===== src/rtl/psr_pkg.sv =====
// psr_pkg: shared types and constants for the processor status register unit.
//   Flag bit positions inside the status byte, flag-operation and branch
//   condition encodings, handshake FSM states and the reset status value.
package psr_pkg;
    localparam int N_BIT = 7;
    localparam int V_BIT = 6;
    localparam int D_BIT = 3;
    localparam int I_BIT = 2;
    localparam int Z_BIT = 1;
    localparam int C_BIT = 0;
    // Bits 5 and 4 have no storage meaning; they always read back as 1.
    localparam logic [7:0] PSR_FIXED = 8'h30;
    localparam logic [7:0] RESET_PSR = 8'h34;
    typedef enum logic [3:0] {
        OP_NOP = 4'd0,
        OP_CLC = 4'd1,
        OP_SEC = 4'd2,
        OP_CLI = 4'd3,
        OP_SEI = 4'd4,
        OP_CLD = 4'd5,
        OP_SED = 4'd6,
        OP_CLV = 4'd7,
        OP_PLP = 4'd8,
        OP_INT = 4'd9
    } flag_op_t;
    typedef enum logic [2:0] {
        BPL = 3'd0,
        BMI = 3'd1,
        BVC = 3'd2,
        BVS = 3'd3,
        BCC = 3'd4,
        BCS = 3'd5,
        BNE = 3'd6,
        BEQ = 3'd7
    } cond_sel_t;
    typedef enum logic [1:0] {
        ST_IDLE     = 2'd0,
        ST_ACK      = 2'd1,
        ST_WAIT_LOW = 2'd2
    } psr_state_t;
endpackage


===== src/rtl/psr_unit_branch_cond.sv =====
// branch_cond: 6502 branch condition evaluation from the N, V, Z, C flags.
//   n_i/v_i/z_i/c_i : current registered flags
//   cond_sel_i      : branch select (BPL..BEQ)
//   taken_o         : condition result
module branch_cond
    import psr_pkg::*;
(
    input  logic      n_i,
    input  logic      v_i,
    input  logic      z_i,
    input  logic      c_i,
    input  cond_sel_t cond_sel_i,
    output logic      taken_o
);
    logic flag;
    // Upper two select bits pick the flag, the low bit picks set/clear polarity.
    always_comb begin
        flag    = cond_sel_i[2] ? (cond_sel_i[1] ? z_i : c_i) : (cond_sel_i[1] ? v_i : n_i);
        taken_o = cond_sel_i[0] ? flag : !flag;
    end
endmodule


===== src/rtl/psr_unit.sv =====
// psr_unit: processor status register with ALU flag-update handshake responder.
//   mem_clk/resb            : clock, asynchronous active-low reset
//   psr_update_request      : ALU capture request, held until acknowledged
//   n/v/z/c_result          : ALU flags, valid while the request is high
//   ack_update_request      : one-cycle acknowledge of a capture
//   flag_op/flag_op_valid   : flag instruction strobe (CLC..CLV, PLP, INT)
//   db_in/db_out            : pulled byte for PLP, pushed byte for PHP/BRK/IRQ
//   brk_push                : B bit value presented on db_out
//   psr_to_id               : status byte {N,V,1,1,D,I,Z,C}
//   cond_sel/branch_taken   : branch condition select and result
module psr_unit #(
    parameter logic [7:0] RESET_PSR = psr_pkg::RESET_PSR
) (
    input  logic       mem_clk,
    input  logic       resb,
    input  logic       psr_update_request,
    input  logic       n_result,
    input  logic       v_result,
    input  logic       z_result,
    input  logic       c_result,
    output logic       ack_update_request,
    input  logic [3:0] flag_op,
    input  logic       flag_op_valid,
    input  logic [7:0] db_in,
    output logic [7:0] db_out,
    input  logic       brk_push,
    output logic [7:0] psr_to_id,
    input  logic [2:0] cond_sel,
    output logic       branch_taken
);
    import psr_pkg::*;

    psr_state_t state_q;
    logic [7:0] psr_q, psr_d;
    logic       ack_q;
    logic       plp;
    logic       capture;

    // A PLP in the same cycle defers the capture so the pulled byte is not
    // partially overwritten; the request is still high next cycle.
    always_comb begin
        plp     = flag_op_valid && flag_op == OP_PLP;
        capture = state_q == ST_IDLE && psr_update_request && !plp;
        psr_d   = psr_q;
        if (capture) begin
            psr_d[N_BIT] = n_result;
            psr_d[V_BIT] = v_result;
            psr_d[Z_BIT] = z_result;
            psr_d[C_BIT] = c_result;
        end
        // Applied after the capture so a flag op wins on its own bit.
        if (flag_op_valid) begin
            case (flag_op)
                OP_CLC:  psr_d[C_BIT] = 1'b0;
                OP_SEC:  psr_d[C_BIT] = 1'b1;
                OP_CLI:  psr_d[I_BIT] = 1'b0;
                OP_SEI:  psr_d[I_BIT] = 1'b1;
                OP_CLD:  psr_d[D_BIT] = 1'b0;
                OP_SED:  psr_d[D_BIT] = 1'b1;
                OP_CLV:  psr_d[V_BIT] = 1'b0;
                OP_PLP:  psr_d = (db_in & ~PSR_FIXED) | (psr_q & PSR_FIXED);
                OP_INT:  begin
                    psr_d[I_BIT] = 1'b1;
                    psr_d[D_BIT] = 1'b0;
                end
                default: psr_d = psr_d;
            endcase
        end
    end

    always_ff @(posedge mem_clk or negedge resb) begin
        if (!resb) begin
            state_q <= ST_IDLE;
            ack_q   <= 1'b0;
            psr_q   <= RESET_PSR | PSR_FIXED;
        end else begin
            psr_q <= psr_d;
            case (state_q)
                ST_IDLE: begin
                    ack_q   <= capture;
                    state_q <= capture ? ST_ACK : ST_IDLE;
                end
                ST_ACK: begin
                    ack_q   <= 1'b0;
                    state_q <= ST_WAIT_LOW;
                end
                ST_WAIT_LOW: begin
                    ack_q   <= 1'b0;
                    state_q <= psr_update_request ? ST_WAIT_LOW : ST_IDLE;
                end
                default: begin
                    ack_q   <= 1'b0;
                    state_q <= ST_IDLE;
                end
            endcase
        end
    end

    assign ack_update_request = ack_q;
    assign psr_to_id          = psr_q;
    assign db_out             = {psr_q[N_BIT], psr_q[V_BIT], 1'b1, brk_push, psr_q[D_BIT:C_BIT]};

    branch_cond u_branch_cond (
        .n_i        (psr_q[N_BIT]),
        .v_i        (psr_q[V_BIT]),
        .z_i        (psr_q[Z_BIT]),
        .c_i        (psr_q[C_BIT]),
        .cond_sel_i (cond_sel_t'(cond_sel)),
        .taken_o    (branch_taken)
    );
endmodule

===== config.mk =====
export PLATFORM = sky130hd
export DESIGN_NAME = psr_unit
export DESIGN_NICKNAME = d
export VERILOG_FILES = /design/src/rtl/psr_pkg.sv /design/src/rtl/psr_unit_branch_cond.sv /design/src/rtl/psr_unit.sv
export SDC_FILE = /design/constraint.sdc
export NUM_CORES = 1
export LEC_CHECK = 0
export ABC_AREA = 1
export CORE_UTILIZATION = 30
export DETAILED_ROUTE_END_ITERATION = 12
export GPL_ROUTABILITY_DRIVEN = 0
export PLACE_DENSITY = 0.73
export SYNTH_ARGS = -nofsm -noshare
export SYNTH_HDL_FRONTEND = slang
export SYNTH_SLANG_ARGS = --single-unit
export TNS_END_PERCENT = 5

===== constraint.sdc =====
create_clock -name mem_clk -period 1.3 [get_ports mem_clk]
set_input_delay 0.13 -clock mem_clk [delete_from_list [all_inputs] [get_ports mem_clk]]
set_output_delay 0.13 -clock mem_clk [all_outputs]
set_load 0.02 [all_outputs]

Word-level counts from Yosys, hierarchy flattened:

Index checks and enable logic that the tools add are counted.

* input port bits: 24
* output and inout bits: 18
* register bits: 11

* multiplexer cells: 18
* reduce and logical (&&, ||, !) cells: 13
* bitwise gates (word level): 1
* equal/unequal tests: 11

Operator list (number)
* 4-bit by 3-bit equality test with 1-bit output (second input constant): 4
* 1-bit case mux with 3 select lines: 3
* 4-bit by 2-bit equality test with 1-bit output (second input constant): 2
* 4-bit equality test (second input constant): 2
* 1-bit two-way mux: 8
* 2-bit two-way mux: 4
* 8-bit two-way mux: 1
* 8-bit by 6-bit OR with 8-bit output: 1
* 2-bit case mux with 3 select lines: 1
* 2-bit AND reduction: 3
* 3-bit nonzero test: 2
* 4-bit by 1-bit equality test with 1-bit output (second input constant): 1
* 2-bit OR reduction: 2
* 1-bit logical AND: 3
* 2-bit by 1-bit equality test with 1-bit output (second input constant): 1
* 2-bit equality test (second input constant): 1
* 1-bit zero test: 2
* 2-bit zero test: 1
* 1-bit case mux with 2 select lines: 1

Longest topological paths before layout:

Gate-level depths: netlist of the first run.

* word-level depth: 7
* depth in mapped cells: 8

By module:

From an unflattened synthesis of the first run, not the netlist that was laid out.

* cells, all modules: 97
* area, all modules: 673.1 sq um

Modules (own cells, without submodules)
* psr_unit: instances 1, area an instance 615.6 sq um, cells an instance 84
* branch_cond: instances 1, area an instance 57.6 sq um, cells an instance 13

Worst setup path before layout of the first run:

No wires, ideal clock.

* kind: reg-to-output
* from: register psr_q[6] (netlist: psr_to_id[6])
* to: output branch_taken
* setup slack: 0.193 ns
* required time: 1.170 ns
* data arrival time: 0.977 ns
* stages on the path, launching flop included: 5
* path buffers: 0
* cell sequence: dfrtp_1 > a21oi_1 > nand2_1 > nand2_1 > xor2_1

* longest elaborated chain between the ends: 4

Ends and longest elaborated chain
* from (decl): line psr_unit.sv:34 `logic [7:0] psr_q, psr_d;`
* from (signal assigned): line psr_unit.sv:75 `psr_q <= RESET_PSR | PSR_FIXED;`
* from (signal assigned): line psr_unit.sv:77 `psr_q <= psr_d;`
* 1-bit two-way mux * (2 in a row): line psr_unit_branch_cond.sv:18 `flag = cond_sel_i[2] ? (cond_sel_i[1] ? z_i : c_i) : (cond_sel_i[1] ? v_i : n_i);`
* 1-bit zero test: line psr_unit_branch_cond.sv:19 `taken_o = cond_sel_i[0] ? flag : !flag;`
* 1-bit two-way mux *: line psr_unit_branch_cond.sv:19
* to (decl): line psr_unit.sv:29 `output logic branch_taken`

Every way passes the cells marked *; elsewhere a longest branch is shown, timed or not.

Worst setup path in the final report of the first run:

* from: input cond_sel[1]
* to: output branch_taken

* longest elaborated chain between the ends: 4
* elaborated cells between the ends (all ways): 5
* classes of those cells: mux: 4; reduce/logical: 1

Ends and longest elaborated chain
* from (decl): line psr_unit.sv:28 `input logic [2:0] cond_sel,`
* 1-bit two-way mux: line psr_unit_branch_cond.sv:18
* 1-bit two-way mux *: line psr_unit_branch_cond.sv:18
* 1-bit zero test: line psr_unit_branch_cond.sv:19
* 1-bit two-way mux *: line psr_unit_branch_cond.sv:19

Marks and branches as above.

==> results of run 1 <==
## worst max-delay path: stages
cell	delay (ps)
clkdlybuf4s50_1	500
inv_1	60
nand2_1	60
nand3_1	60
nand2_1	80
xor2_1	150
buf_4	160
## layer usage
layer	vias to the layer above	global-route usage	wire length [um]	part of all wire
met1	299	0.132	636	0.43
met2	30	0.233	721	0.49
li1	373	-	-	-
met3	4	0.0152	106	0.071
met4	0	0.0741	22	0.015
met5	-	0	0	0
## metrics by stage
stage	setup TNS, ps	instances	total power, uW	hold WS (ps)	instance area, sq um
after floorplan	0	106	1160	-166	709
after global placement	-458	162	1480	260	1040
after detailed placement	-573	162	1500	260	1040
after CTS	-53.9	166	1580	177	1050
after global routing	-124	167	1720	197	1060
final	-40.2	167	1590	172	1060
## state kept, by name, summed over array words and instances (netlist names)
register,flops
psr_to_id,6
ack_update_request,1
state_q,2
## power by group through the flow
stage,registers (uW),logic (uW),clock network [uW]
final,456,929,207
after global routing,473,1010,236
after CTS,458,909,217
after detailed placement,468,1030,0
after global placement,463,1010,0
after floorplan,502,655,0
## layout make-up
type                       count  share of cell area
sequential                     9               0.214
tap                           28              0.0331
clock buffer                   4              0.0248
multi-input combinational     65               0.290
inverter                      17              0.0614
timing repair buffer          44               0.377
## synthesized netlist by cell type (2+ instances only)
| library cell | n |
|---|---|
| buf_4 | 14 |
| dfrtp_1 | 8 |
| inv_1 | 15 |
| nand2_1 | 29 |
| nand3_1 | 9 |
| nand4_1 | 3 |
| nor2_1 | 7 |
| nor2_2 | 2 |
| o21ai_0 | 3 |
| o21ai_1 | 4 |
## cell families after synthesis
group | count (synthesis) | synth area share
flops | 9 | 0.323
other cells | 1 | 0.00534
simple gates | 53 | 0.353
compound gates | 8 | 0.0570
buf+inv | 32 | 0.250
xor+xnor | 1 | 0.0125
## worst min path at each step
stage	from	cells past startpoint	slack (ps)	endpoint
after CTS	resb	1	180	psr_to_id[6]
after global routing	resb	1	200	state_q[1]
after detailed placement	brk_push	0	260	db_out[4]
final	resb	1	170	state_q[1]
after global placement	brk_push	0	260	db_out[4]
after floorplan	resb	0	-170	ack_update_request
## what timing repair did
item | CTS | global route
endpoints found under the hold margin | 0 | 0
pin swaps | 0 | 0
endpoints found under the setup margin | 14 | 3
setup buffers | 0 | 1
hold buffers | 0 | 0
gates resized for setup | 18 | 2
==> flow_summary.html, run 1 <==
<table>
<tr><th>Metric</th><th>Value</th></tr>
<tr><th colspan="2">Setup path</th></tr>
<tr><td>Launching element type of the critical path</td><td>primary input</td></tr>
<tr><td>Worst setup EP type</td><td>primary output</td></tr>
<tr><td>Capturing instance or port of the critical path</td><td>branch_taken</td></tr>
<tr><td>Worst Path Max Fanout</td><td>3</td></tr>
<tr><td>Count of cells along the worst register-to-register path</td><td>6</td></tr>
<tr><td>Start point of the critical path</td><td>cond_sel[1]</td></tr>
<tr><td>Worst Path Arrival</td><td>1210 ps</td></tr>
<tr><td>Req. time, crit path</td><td>1170 ps</td></tr>
<tr><td>Critical register-to-register path startpoint</td><td>state_q[0]</td></tr>
<tr><td>Crit Path Class</td><td>primary input to primary output</td></tr>
<tr><td>Worst reg2reg endpoint</td><td>psr_to_id[0]</td></tr>
<tr><td>R2r setup slk</td><td>around 220 ps</td></tr>
<tr><th colspan="2">CTS</th></tr>
<tr><td>Clock Sinks</td><td>9</td></tr>
<tr><td>Clk root buf</td><td>clkbuf_4</td></tr>
<tr><td>CTS tree</td><td>yes</td></tr>
<tr><td>Clock transition at path regs</td><td>60 ps</td></tr>
<tr><td>CTS buffer count</td><td>3</td></tr>
<tr><td>Clk Latency, worst-skew pair</td><td>roughly 250 ps</td></tr>
<tr><td>CTS HTree Levels</td><td>1</td></tr>
<tr><td>Buffer levels on the longest clock path</td><td>2</td></tr>
<tr><th colspan="2">Synthesis</th></tr>
<tr><td>Per-instance average area after synthesis</td><td>6.75 sq um</td></tr>
<tr><td>Cell taking the most area after synthesis</td><td>dfrtp_1</td></tr>
<tr><td>Ranking of synthesized cells by area</td><td>dfrtp_1 29%, nand2_1 16%, buf_4 15%, inv_1 8.0%, nand3_1 6.4%</td></tr>
<tr><td>Most common flop cell mapped by yosys</td><td>dfrtp_1</td></tr>
<tr><td>Cell count after synthesis</td><td>104</td></tr>
<tr><td>Post-synth top area share</td><td>0.285</td></tr>
<tr><td>YS warnings</td><td>0</td></tr>
<tr><td>Async set or reset register ratio after synthesis</td><td>1.00</td></tr>
<tr><td>Cell area after synthesis</td><td>702 sq um</td></tr>
<tr><td>Yosys reg bits</td><td>9</td></tr>
<tr><td>Share of the yosys chip area belonging to registers</td><td>0.323</td></tr>
<tr><td>Distinct cell type count after synthesis</td><td>20</td></tr>
<tr><td>Number of synthesized flops with an enable pin</td><td>0</td></tr>
<tr><th colspan="2">Timing</th></tr>
<tr><td>Number of hold violations in the final report</td><td>0</td></tr>
<tr><td>Setup-violating endpoint count in the final report</td><td>1</td></tr>
<tr><td>Maximum clock skew at final layout</td><td>0.305 ps</td></tr>
<tr><td>Highest clock rate</td><td>746 MHz</td></tr>
<tr><td>Setup repair after global routing missed its margin</td><td>true</td></tr>
<tr><td>Ratio of final minimum period to clock period</td><td>1.03</td></tr>
<tr><td>Count of pins over their slew limit</td><td>0</td></tr>
<tr><td>Shortest clock period the worst path allows after layout</td><td>1340 ps</td></tr>
<tr><td>Worst Slack Setup Final</td><td>-40.2 ps</td></tr>
<tr><th colspan="2">Cells and area</th></tr>
<tr><td>Fraction of final layout cells sized beyond drive strength 1</td><td>0.151</td></tr>
<tr><td>Highest-count cells in the layout ignoring fill and taps</td><td>29 x nand2_1, 20 x clkdlybuf4s50_1, 15 x inv_1, 11 x dlygate4sd2_1, 11 x buf_4</td></tr>
<tr><td>Storage cell area</td><td>226 sq um</td></tr>
<tr><td>Multi-input logic area</td><td>308 sq um</td></tr>
<tr><td>Most common cell after layout, fill and taps aside</td><td>nand2_1</td></tr>
<tr><td>Antenna Diode Count</td><td>0</td></tr>
<tr><td>Post-layout util</td><td>0.479</td></tr>
<tr><td>Layout overhead on the synthesized area</td><td>51.0%</td></tr>
<tr><td>Post-layout net count</td><td>164</td></tr>
<tr><td>Fill cell count</td><td>~240</td></tr>
<tr><th colspan="2">Job</th></tr>
<tr><td>Max-Cap Viols</td><td>0</td></tr>
<tr><th colspan="2">Global route</th></tr>
<tr><td>First-pass GRT wire length</td><td>about 2400 um</td></tr>
<tr><td>Number of global-route vias before repair</td><td>635</td></tr>
<tr><td>Maximum number of pins on one net before global-route repair</td><td>10</td></tr>
<tr><td>GRT Residual Overflow</td><td>0</td></tr>
<tr><td>Initial antenna violation count</td><td>0</td></tr>
<tr><td>Global Route Usage Sum</td><td>0.125</td></tr>
<tr><th colspan="2">Detailed routing</th></tr>
<tr><td>Avg WL per Cell</td><td>8.90 um</td></tr>
<tr><td>Via-per-instance ratio</td><td>4.23</td></tr>
<tr><td>Iteration-0 DRC Markers</td><td>10</td></tr>
<tr><td>DRC Markers</td><td>0</td></tr>
<tr><td>Detail Route Antenna Nets</td><td>0</td></tr>
<tr><td>Vias post-DR</td><td>between 700 and 800</td></tr>
<tr><td>Detailed-route wire length</td><td>1490 um</td></tr>
<tr><td>Detailed-router iteration count before antenna repair</td><td>4</td></tr>
<tr><th colspan="2">Power and ir drop</th></tr>
<tr><td>Switching power summed over all nets</td><td>667 uW</td></tr>
<tr><td>Share of total power in sequential cells</td><td>0.286</td></tr>
<tr><td>Peak supply drop</td><td>0.848 mV</td></tr>
<tr><td>Internal power contribution</td><td>roughly 930 uW</td></tr>
<tr><td>Combinational fraction of design power</td><td>0.583</td></tr>
<tr><td>Reported leakage power</td><td>0.000556 uW</td></tr>
<tr><td>Pwr/cell area</td><td>around 1500 nW/um^2</td></tr>
<tr><td>Switching share of power</td><td>0.419</td></tr>
<tr><td>Clk pwr share</td><td>0.130</td></tr>
<tr><th colspan="2">Floorplan</th></tr>
<tr><td>Io pins</td><td>between 40 and 50</td></tr>
<tr><td>Starting utilization of the core area</td><td>0.317</td></tr>
<tr><td>Row count</td><td>17</td></tr>
<tr><td>Vert. Die Dim</td><td>50.4 um</td></tr>
<tr><td>Overall die area</td><td>roughly 2500 sq um</td></tr>
<tr><td>Area inside the core boundary</td><td>~2200 sq um</td></tr>
<tr><td>Die boundary width</td><td>roughly 50 um</td></tr>
<tr><th colspan="2">Worst hold path</th></tr>
<tr><td>Path category of the worst min-delay check</td><td>primary input to asynchronous set/reset pin</td></tr>
<tr><th colspan="2">Placed design</th></tr>
<tr><td>Post-DP HPWL</td><td>1230 um</td></tr>
<tr><td>Port Buf Inserts</td><td>34</td></tr>
<tr><td>Worst Setup Slack post-DPL</td><td>-485 ps</td></tr>
<tr><th colspan="2">Run status</th></tr>
<tr><td>Result of the run</td><td>complete, but fails checks</td></tr>
<tr><td>Violations in the final reports</td><td>setup timing</td></tr>
</table>
No activity file was read; power rests on OpenSTA's default activity.
==> run 2, diff against run 1 <==
--- a/config.mk
+++ b/config.mk
@@ -8,4 +8,5 @@
 export ABC_AREA = 1
 export CORE_UTILIZATION = 30
+export CTS_CLUSTER_SIZE = 24
 export DETAILED_ROUTE_END_ITERATION = 12
 export GPL_ROUTABILITY_DRIVEN = 0
==> constraint.sdc (replaced) <==
create_clock -name mem_clk -period 1.3 [get_ports mem_clk]
set_input_delay 0.195 -clock mem_clk [delete_from_list [all_inputs] [get_ports mem_clk]]
set_output_delay 0.195 -clock mem_clk [all_outputs]
set_load 0.02 [all_outputs]
==> run 2 against run 1 <==
Net effect: the flow still finishes with violations (setup timing); first-iteration DRC count shrank 30%; final area grew 0.35%; global-route usage grew 0.49 points; largest cell class unchanged; total power grew 0.98%; setup slack lost 110 ps; sequential power is essentially flat; sequential share of layout area shrank 0.075 points; fmax shrank 7.8%; critical path type is now flip-flop to primary output.
==> flow_summary.html, run 2 (synthesis gave the netlist of run 1 again) <==
<table>
<tr><th>Metric</th><th>Value</th></tr>
<tr><th colspan="2">Power and ir drop</th></tr>
<tr><td>Overall power</td><td>1610 uW</td></tr>
<tr><td>Reported leakage power</td><td>0.000564 uW</td></tr>
<tr><td>Internal power contribution</td><td>930 uW</td></tr>
<tr><td>Peak supply drop</td><td>0.871 mV</td></tr>
<tr><td>Pwr/cell area</td><td>1510 nW/um^2</td></tr>
<tr><td>Clk pwr share</td><td>0.132</td></tr>
<tr><td>Switching share of power</td><td>0.422</td></tr>
<tr><td>Combinational fraction of design power</td><td>0.583</td></tr>
<tr><td>Switching power summed over all nets</td><td>roughly 680 uW</td></tr>
<tr><td>Share of total power in sequential cells</td><td>0.285</td></tr>
<tr><th colspan="2">Setup path</th></tr>
<tr><td>Req. time, crit path</td><td>1110 ps</td></tr>
<tr><td>R2r setup slk</td><td>220 ps</td></tr>
<tr><td>Critical register-to-register path startpoint</td><td>state_q[0]</td></tr>
<tr><td>Worst Path Arrival</td><td>1260 ps</td></tr>
<tr><td>Capturing instance or port of the critical path</td><td>branch_taken</td></tr>
<tr><td>Crit-path slowest cell</td><td>dfrtp_1</td></tr>
<tr><td>Launching element type of the critical path</td><td>flip-flop</td></tr>
<tr><td>Count of cells along the worst register-to-register path</td><td>7</td></tr>
<tr><td>Most frequent cell on the critical path</td><td>nand2_1</td></tr>
<tr><td>Worst Path Max Fanout</td><td>4</td></tr>
<tr><td>Highest cell delay on the worst timing path</td><td>410 ps</td></tr>
<tr><td>Number of buffers and inverters on the critical path</td><td>1</td></tr>
<tr><td>Number of gates on the worst path with buffers counted</td><td>5</td></tr>
<tr><td>Crit Path Class</td><td>flip-flop to primary output</td></tr>
<tr><td>Worst reg2reg endpoint</td><td>psr_to_id[0]</td></tr>
<tr><td>Worst path cell trace</td><td>a21oi_2 -&gt; nand2_1 -&gt; nand2_1 -&gt; xor2_1 -&gt; buf_4</td></tr>
<tr><td>Worst setup EP type</td><td>primary output</td></tr>
<tr><td>CP top delay family</td><td>flip-flops</td></tr>
<tr><td>Start point of the critical path</td><td>psr_to_id[6]</td></tr>
<tr><th colspan="2">Floorplan</th></tr>
<tr><td>Area inside the core boundary</td><td>around 2200 sq um</td></tr>
<tr><td>Io pins</td><td>42</td></tr>
<tr><td>Starting utilization of the core area</td><td>0.317</td></tr>
<tr><td>Die boundary width</td><td>50.4 um</td></tr>
<tr><td>Overall die area</td><td>about 2500 sq um</td></tr>
<tr><td>Row count</td><td>17</td></tr>
<tr><td>Vert. Die Dim</td><td>50.4 um</td></tr>
<tr><th colspan="2">Global route</th></tr>
<tr><td>GRT Residual Overflow</td><td>0</td></tr>
<tr><td>Initial antenna violation count</td><td>0</td></tr>
<tr><td>Maximum number of pins on one net before global-route repair</td><td>10</td></tr>
<tr><td>Global Route Usage Sum</td><td>0.130</td></tr>
<tr><td>First-pass GRT wire length</td><td>2460 um</td></tr>
<tr><td>Number of global-route vias before repair</td><td>roughly 620</td></tr>
<tr><th colspan="2">Cells and area</th></tr>
<tr><td>Storage cell area</td><td>226 sq um</td></tr>
<tr><td>Most common cell after layout, fill and taps aside</td><td>nand2_1</td></tr>
<tr><td>Number of flip-flops in the largest register</td><td>6</td></tr>
<tr><td>Multi-input logic area</td><td>312 sq um</td></tr>
<tr><td>Highest-count cells in the layout ignoring fill and taps</td><td>29 x nand2_1, 19 x clkdlybuf4s50_1, 15 x inv_1, 11 x buf_4, 9 x nand3_1</td></tr>
<tr><td>Antenna Diode Count</td><td>0</td></tr>
<tr><td>Fill cell count</td><td>between 200 and 250</td></tr>
<tr><td>Layout overhead on the synthesized area</td><td>51.5%</td></tr>
<tr><td>Fraction of final layout cells sized beyond drive strength 1</td><td>0.173</td></tr>
<tr><td>Post-layout net count</td><td>164</td></tr>
<tr><th colspan="2">Detailed routing</th></tr>
<tr><td>Via-per-instance ratio</td><td>4.15</td></tr>
<tr><td>DRC Markers</td><td>0</td></tr>
<tr><td>Vias post-DR</td><td>693</td></tr>
<tr><td>Iteration-0 DRC Markers</td><td>7</td></tr>
<tr><td>Detail Route Antenna Nets</td><td>0</td></tr>
<tr><td>Detailed-router iteration count before antenna repair</td><td>4</td></tr>
<tr><td>Avg WL per Cell</td><td>9.48 um</td></tr>
<tr><td>Detailed-route wire length</td><td>1580 um</td></tr>
<tr><th colspan="2">Timing</th></tr>
<tr><td>Accumulated negative setup slack</td><td>-154 ps</td></tr>
<tr><td>Maximum clock skew at final layout</td><td>3.93 ps</td></tr>
<tr><td>Setup-violating endpoint count in the final report</td><td>1</td></tr>
<tr><td>Worst-case hold slack</td><td>235 ps</td></tr>
<tr><td>Highest clock rate</td><td>slightly below 700 MHz</td></tr>
<tr><td>Worst Slack Setup Final</td><td>-154 ps</td></tr>
<tr><td>Shortest clock period the worst path allows after layout</td><td>roughly 1500 ps</td></tr>
<tr><td>Ratio of final minimum period to clock period</td><td>1.12</td></tr>
<tr><td>Number of hold violations in the final report</td><td>0</td></tr>
<tr><td>Count of pins over their slew limit</td><td>0</td></tr>
<tr><td>Setup repair after global routing missed its margin</td><td>true</td></tr>
<tr><th colspan="2">CTS</th></tr>
<tr><td>Clock Sinks</td><td>9</td></tr>
<tr><td>CTS HTree Levels</td><td>1</td></tr>
<tr><td>CTS tree</td><td>yes</td></tr>
<tr><td>Clk Latency, worst-skew pair</td><td>250 ps</td></tr>
<tr><td>Buffer levels on the longest clock path</td><td>2</td></tr>
<tr><td>Clk root buf</td><td>clkbuf_4</td></tr>
<tr><td>Number of buffers inserted by post-CTS setup repair</td><td>0</td></tr>
<tr><td>CTS buffer count</td><td>3</td></tr>
<tr><td>Clock transition at path regs</td><td>roughly 60 ps</td></tr>
<tr><th colspan="2">Worst hold path</th></tr>
<tr><td>Path category of the worst min-delay check</td><td>primary input to asynchronous set/reset pin</td></tr>
<tr><th colspan="2">Run status</th></tr>
<tr><td>Violations in the final reports</td><td>setup timing</td></tr>
<tr><td>Result of the run</td><td>complete, but fails checks</td></tr>
<tr><th colspan="2">Job</th></tr>
<tr><td>Max-Cap Viols</td><td>0</td></tr>
<tr><th colspan="2">Placed design</th></tr>
<tr><td>Worst Setup Slack post-DPL</td><td>-618 ps</td></tr>
<tr><td>Port Buf Inserts</td><td>34</td></tr>
<tr><td>Post-DP HPWL</td><td>between 1000 and 1500 um</td></tr>
</table>
## run 2: cell count changes in the layout (fill, tap and decap cells not counted), sizes merged
cell	delta
dlygate4sd2	-6
dlymetal6s2s	+1
clkdlybuf4s15	+4
clkbuf	+2
clkdlybuf4s50	-1
## run 2: repair_timing
| action | CTS | global route |
|---|---|---|
| endpoints found under the setup margin | 14 | 9 |
| resized for setup | 20 | 10 |
| pin swaps | 0 | 1 |
| hold buffers | 0 | 0 |
## run 2: worst min-delay path by stage
stage / from / cells after the start / to
final: resb / 1 / psr_to_id[6]
after global routing: resb / 1 / psr_to_id[6]
after CTS: resb / 1 / psr_to_id[6]
after detailed placement: brk_push / 0 / db_out[4]
after global placement: brk_push / 0 / db_out[4]
after floorplan: resb / 0 / ack_update_request
## run 2: power groups by stage
stage | Sequential [uW] | Combinational [uW] | Clock, uW
after floorplan | 502 | 655 | 0
after global placement | 463 | 1020 | 0
after detailed placement | 465 | 1040 | 0
after CTS | 458 | 922 | 220
after global routing | 475 | 1010 | 237
final | 459 | 938 | 212
## run 2: area by class of cell
| cell class | instances | share of cell area |
|---|---|---|
| timing repair buffer | 44 | 0.375 |
| multi-input combinational | 65 | 0.293 |
| sequential | 9 | 0.213 |
| inverter | 17 | 0.0612 |
| tap | 28 | 0.0329 |
| clock buffer | 4 | 0.0247 |
## run 2: per-layer routing
| layer | vias to the layer above | GRT usage | routed length [um] |
|---|---|---|---|
| li1 | 374 | - | - |
| met1 | 287 | 0.144 | 737 |
| met2 | 28 | 0.224 | 744 |
| met3 | 4 | 0.00303 | 71 |
| met4 | 0 | 0.116 | 29 |
| met5 | - | 0 | 0 |
## run 2: stage by stage
| step | area [sq um] | utilization | instances |
|---|---|---|---|
| floorplan | 709 | - | 106 |
| global placement | 1050 | 0.475 | 163 |
| detailed placement | 1050 | 0.475 | 163 |
| CTS | 1060 | 0.479 | 167 |
| global route | 1060 | 0.481 | 167 |
| finish | 1060 | 0.481 | 167 |
==> run 3, diff against run 2 <==
clock period = 1.5 ns   (was 1.3 ns; I/O delays follow)
==> run 3 against run 2 <==
Net effect: global-route usage is 0.63 points lower; utilization fell by 2.1 points; clock power is 13% lower; final area is 4.5% lower; cell count decreased by 4.2%; critical path type unchanged; the flow now finishes without violations; non-clock buffer count down 7.
==> flow_summary.html, run 3 (synthesis gave the netlist of run 1 again) <==
<table>
<tr><th>Metric</th><th>Value</th></tr>
<tr><th colspan="2">Setup path</th></tr>
<tr><td>Crit Path Class</td><td>flip-flop to primary output</td></tr>
<tr><td>Req. time, crit path</td><td>1270 ps</td></tr>
<tr><td>Launching element type of the critical path</td><td>flip-flop</td></tr>
<tr><td>R2r setup slk</td><td>420 ps</td></tr>
<tr><td>Worst Path Arrival</td><td>1230 ps</td></tr>
<tr><td>Worst setup EP type</td><td>primary output</td></tr>
<tr><td>Worst Path Max Fanout</td><td>4</td></tr>
<tr><th colspan="2">Cells and area</th></tr>
<tr><td>Post-layout util</td><td>0.459</td></tr>
<tr><td>Storage cell area</td><td>~230 sq um</td></tr>
<tr><td>Layout overhead on the synthesized area</td><td>44.7%</td></tr>
<tr><td>Number of flip-flops in the largest register</td><td>6</td></tr>
<tr><td>Fill cell count</td><td>234</td></tr>
<tr><td>Summed area of non-filler cells in the final layout</td><td>1020 sq um</td></tr>
<tr><td>Antenna Diode Count</td><td>0</td></tr>
<tr><td>Fraction of final layout cells sized beyond drive strength 1</td><td>0.106</td></tr>
<tr><td>Highest-count cells in the layout ignoring fill and taps</td><td>29 x nand2_1, 20 x clkdlybuf4s50_1, 15 x inv_1, 10 x dlygate4sd2_1, 9 x nand3_1</td></tr>
<tr><td>Multi-input logic area</td><td>308 sq um</td></tr>
<tr><td>Most common cell after layout, fill and taps aside</td><td>nand2_1</td></tr>
<tr><td>Post-layout net count</td><td>157</td></tr>
<tr><th colspan="2">CTS</th></tr>
<tr><td>Number of buffers inserted by post-CTS setup repair</td><td>0</td></tr>
<tr><td>Clk Latency, worst-skew pair</td><td>260 ps</td></tr>
<tr><td>CTS buffer count</td><td>3</td></tr>
<tr><td>Clk root buf</td><td>clkbuf_4</td></tr>
<tr><td>Clock transition at path regs</td><td>~60 ps</td></tr>
<tr><td>CTS tree</td><td>yes</td></tr>
<tr><td>CTS HTree Levels</td><td>1</td></tr>
<tr><td>Clock Sinks</td><td>9</td></tr>
<tr><td>Buffer levels on the longest clock path</td><td>2</td></tr>
<tr><td>Hold bufs inserted after CTS</td><td>0</td></tr>
<tr><th colspan="2">Floorplan</th></tr>
<tr><td>Overall die area</td><td>2540 sq um</td></tr>
<tr><td>Area inside the core boundary</td><td>about 2200 sq um</td></tr>
<tr><td>Row count</td><td>17</td></tr>
<tr><td>Starting utilization of the core area</td><td>0.317</td></tr>
<tr><td>Vert. Die Dim</td><td>around 50 um</td></tr>
<tr><td>Die boundary width</td><td>between 50 and 60 um</td></tr>
<tr><td>Io pins</td><td>42</td></tr>
<tr><th colspan="2">Global route</th></tr>
<tr><td>First-pass GRT wire length</td><td>2320 um</td></tr>
<tr><td>Number of global-route vias before repair</td><td>slightly below 600</td></tr>
<tr><td>Global Route Usage Sum</td><td>0.124</td></tr>
<tr><td>Initial antenna violation count</td><td>0</td></tr>
<tr><td>Maximum number of pins on one net before global-route repair</td><td>10</td></tr>
<tr><td>GRT Residual Overflow</td><td>0</td></tr>
<tr><th colspan="2">Detailed routing</th></tr>
<tr><td>Via-per-instance ratio</td><td>~4.2</td></tr>
<tr><td>DRC Markers</td><td>0</td></tr>
<tr><td>Detailed-router iteration count before antenna repair</td><td>4</td></tr>
<tr><td>Detailed-route wire length</td><td>1470 um</td></tr>
<tr><td>Detail Route Antenna Nets</td><td>0</td></tr>
<tr><td>Avg WL per Cell</td><td>~9.2 um</td></tr>
<tr><td>Vias post-DR</td><td>679</td></tr>
<tr><td>Iteration-0 DRC Markers</td><td>7</td></tr>
<tr><th colspan="2">Power and ir drop</th></tr>
<tr><td>Share of total power in sequential cells</td><td>0.289</td></tr>
<tr><td>Peak supply drop</td><td>~0.68 mV</td></tr>
<tr><td>Switching share of power</td><td>0.421</td></tr>
<tr><td>Clk pwr share</td><td>0.134</td></tr>
<tr><td>Combinational fraction of design power</td><td>0.576</td></tr>
<tr><td>Pwr/cell area</td><td>1350 nW/um^2</td></tr>
<tr><td>Switching power summed over all nets</td><td>~580 uW</td></tr>
<tr><td>Internal power contribution</td><td>793 uW</td></tr>
<tr><td>Reported leakage power</td><td>around 0.00055 uW</td></tr>
<tr><th colspan="2">Timing</th></tr>
<tr><td>Ratio of final minimum period to clock period</td><td>0.969</td></tr>
<tr><td>Count of pins over their slew limit</td><td>0</td></tr>
<tr><td>Highest clock rate</td><td>688 MHz</td></tr>
<tr><td>Shortest clock period the worst path allows after layout</td><td>1450 ps</td></tr>
<tr><td>Number of hold violations in the final report</td><td>0</td></tr>
<tr><td>Maximum clock skew at final layout</td><td>around 5.6 ps</td></tr>
<tr><td>Setup repair after global routing missed its margin</td><td>true</td></tr>
<tr><td>Setup-violating endpoint count in the final report</td><td>0</td></tr>
<tr><th colspan="2">Placed design</th></tr>
<tr><td>Post-DP HPWL</td><td>1180 um</td></tr>
<tr><td>Standard cell area after detailed placement</td><td>997 sq um</td></tr>
<tr><td>Port Buf Inserts</td><td>34</td></tr>
<tr><th colspan="2">Job</th></tr>
<tr><td>Max-Cap Viols</td><td>0</td></tr>
<tr><th colspan="2">Run status</th></tr>
<tr><td>Result of the run</td><td>finished, final reports clean</td></tr>
<tr><th colspan="2">Worst hold path</th></tr>
<tr><td>Path category of the worst min-delay check</td><td>primary input to asynchronous set/reset pin</td></tr>
</table>
-- run 3: changes by cell type in the layout (fill, tap and decap cells not counted), sizes merged --
| cell | change |
|---|---|
| dlygate4sd2 | +5 |
| clkdlybuf4s15 | -6 |
| buf | -7 |
| dlymetal6s2s | +2 |
| clkdlybuf4s50 | +1 |
| clkbuf | -2 |
-- run 3: repair_timing --
item / CTS / global route
setup endpoints to repair: 11 / 4
pin swaps: 0 / 1
gates resized for setup: 15 / 3
-- run 3: routing by layer --
| metal | track usage | vias to the layer above | part of all wire |
|---|---|---|---|
| li1 | - | 362 | - |
| met1 | 0.137 | 279 | 0.45 |
| met2 | 0.211 | 32 | 0.45 |
| met3 | 0.0121 | 6 | 0.068 |
| met4 | 0.102 | 0 | 0.027 |
| met5 | 0 | - | 0 |
-- run 3: power by group through the flow --
stage / sequential [uW] / combinational, uW / clock, uW
3_3_place_gp: 402 / 867 / 0
5_1_grt: 408 / 860 / 208
4_1_cts: 399 / 799 / 193
2_1_floorplan: 435 / 568 / 0
3_5_place_dp: 404 / 880 / 0
6_report: 396 / 790 / 184
-- run 3: layout make-up --
cell class	instances	share of cell area
Timing Repair Buffer	37	0.350
Multi-Input combinational cell	65	0.303
Sequential cell	9	0.223
Inverter	17	0.0640
Tap cell	28	0.0345
Clock buffer	4	0.0259
-- run 3: worst max-delay path: stages, from the launching register on --
cell	delay [ps]
dfrtp_1	400
a21oi_1	130
nand2_1	60
nand2_1	70
xor2_1	140
buf_4	160
-- run 3: final timing paths --
path | endpoint | start | cells past startpoint
setup reg to reg | psr_to_id[0] | state_q[0] | 7
max in group asynchronous | psr_to_id[2] | resb | 1
hold reg to reg | state_q[1] | state_q[1] | 1
setup / recovery | branch_taken | psr_to_id[6] | 5
min in group mem_clk | db_out[4] | brk_push | 0
hold / removal | psr_to_id[6] | resb | 1
-- run 3: through the flow --
stage	worst slack [ps]	setup TNS (ps)	total power (uW)	std cells	hold slack, ps
4_1_cts	3.36	0	1390	160	265
2_1_floorplan	298	0	1000	106	-70.6
3_3_place_gp	-424	-424	1270	156	450
5_1_grt	-35.9	-35.9	1480	160	288
6_report	46.1	0	1370	160	256
3_5_place_dp	-493	-493	1280	156	450
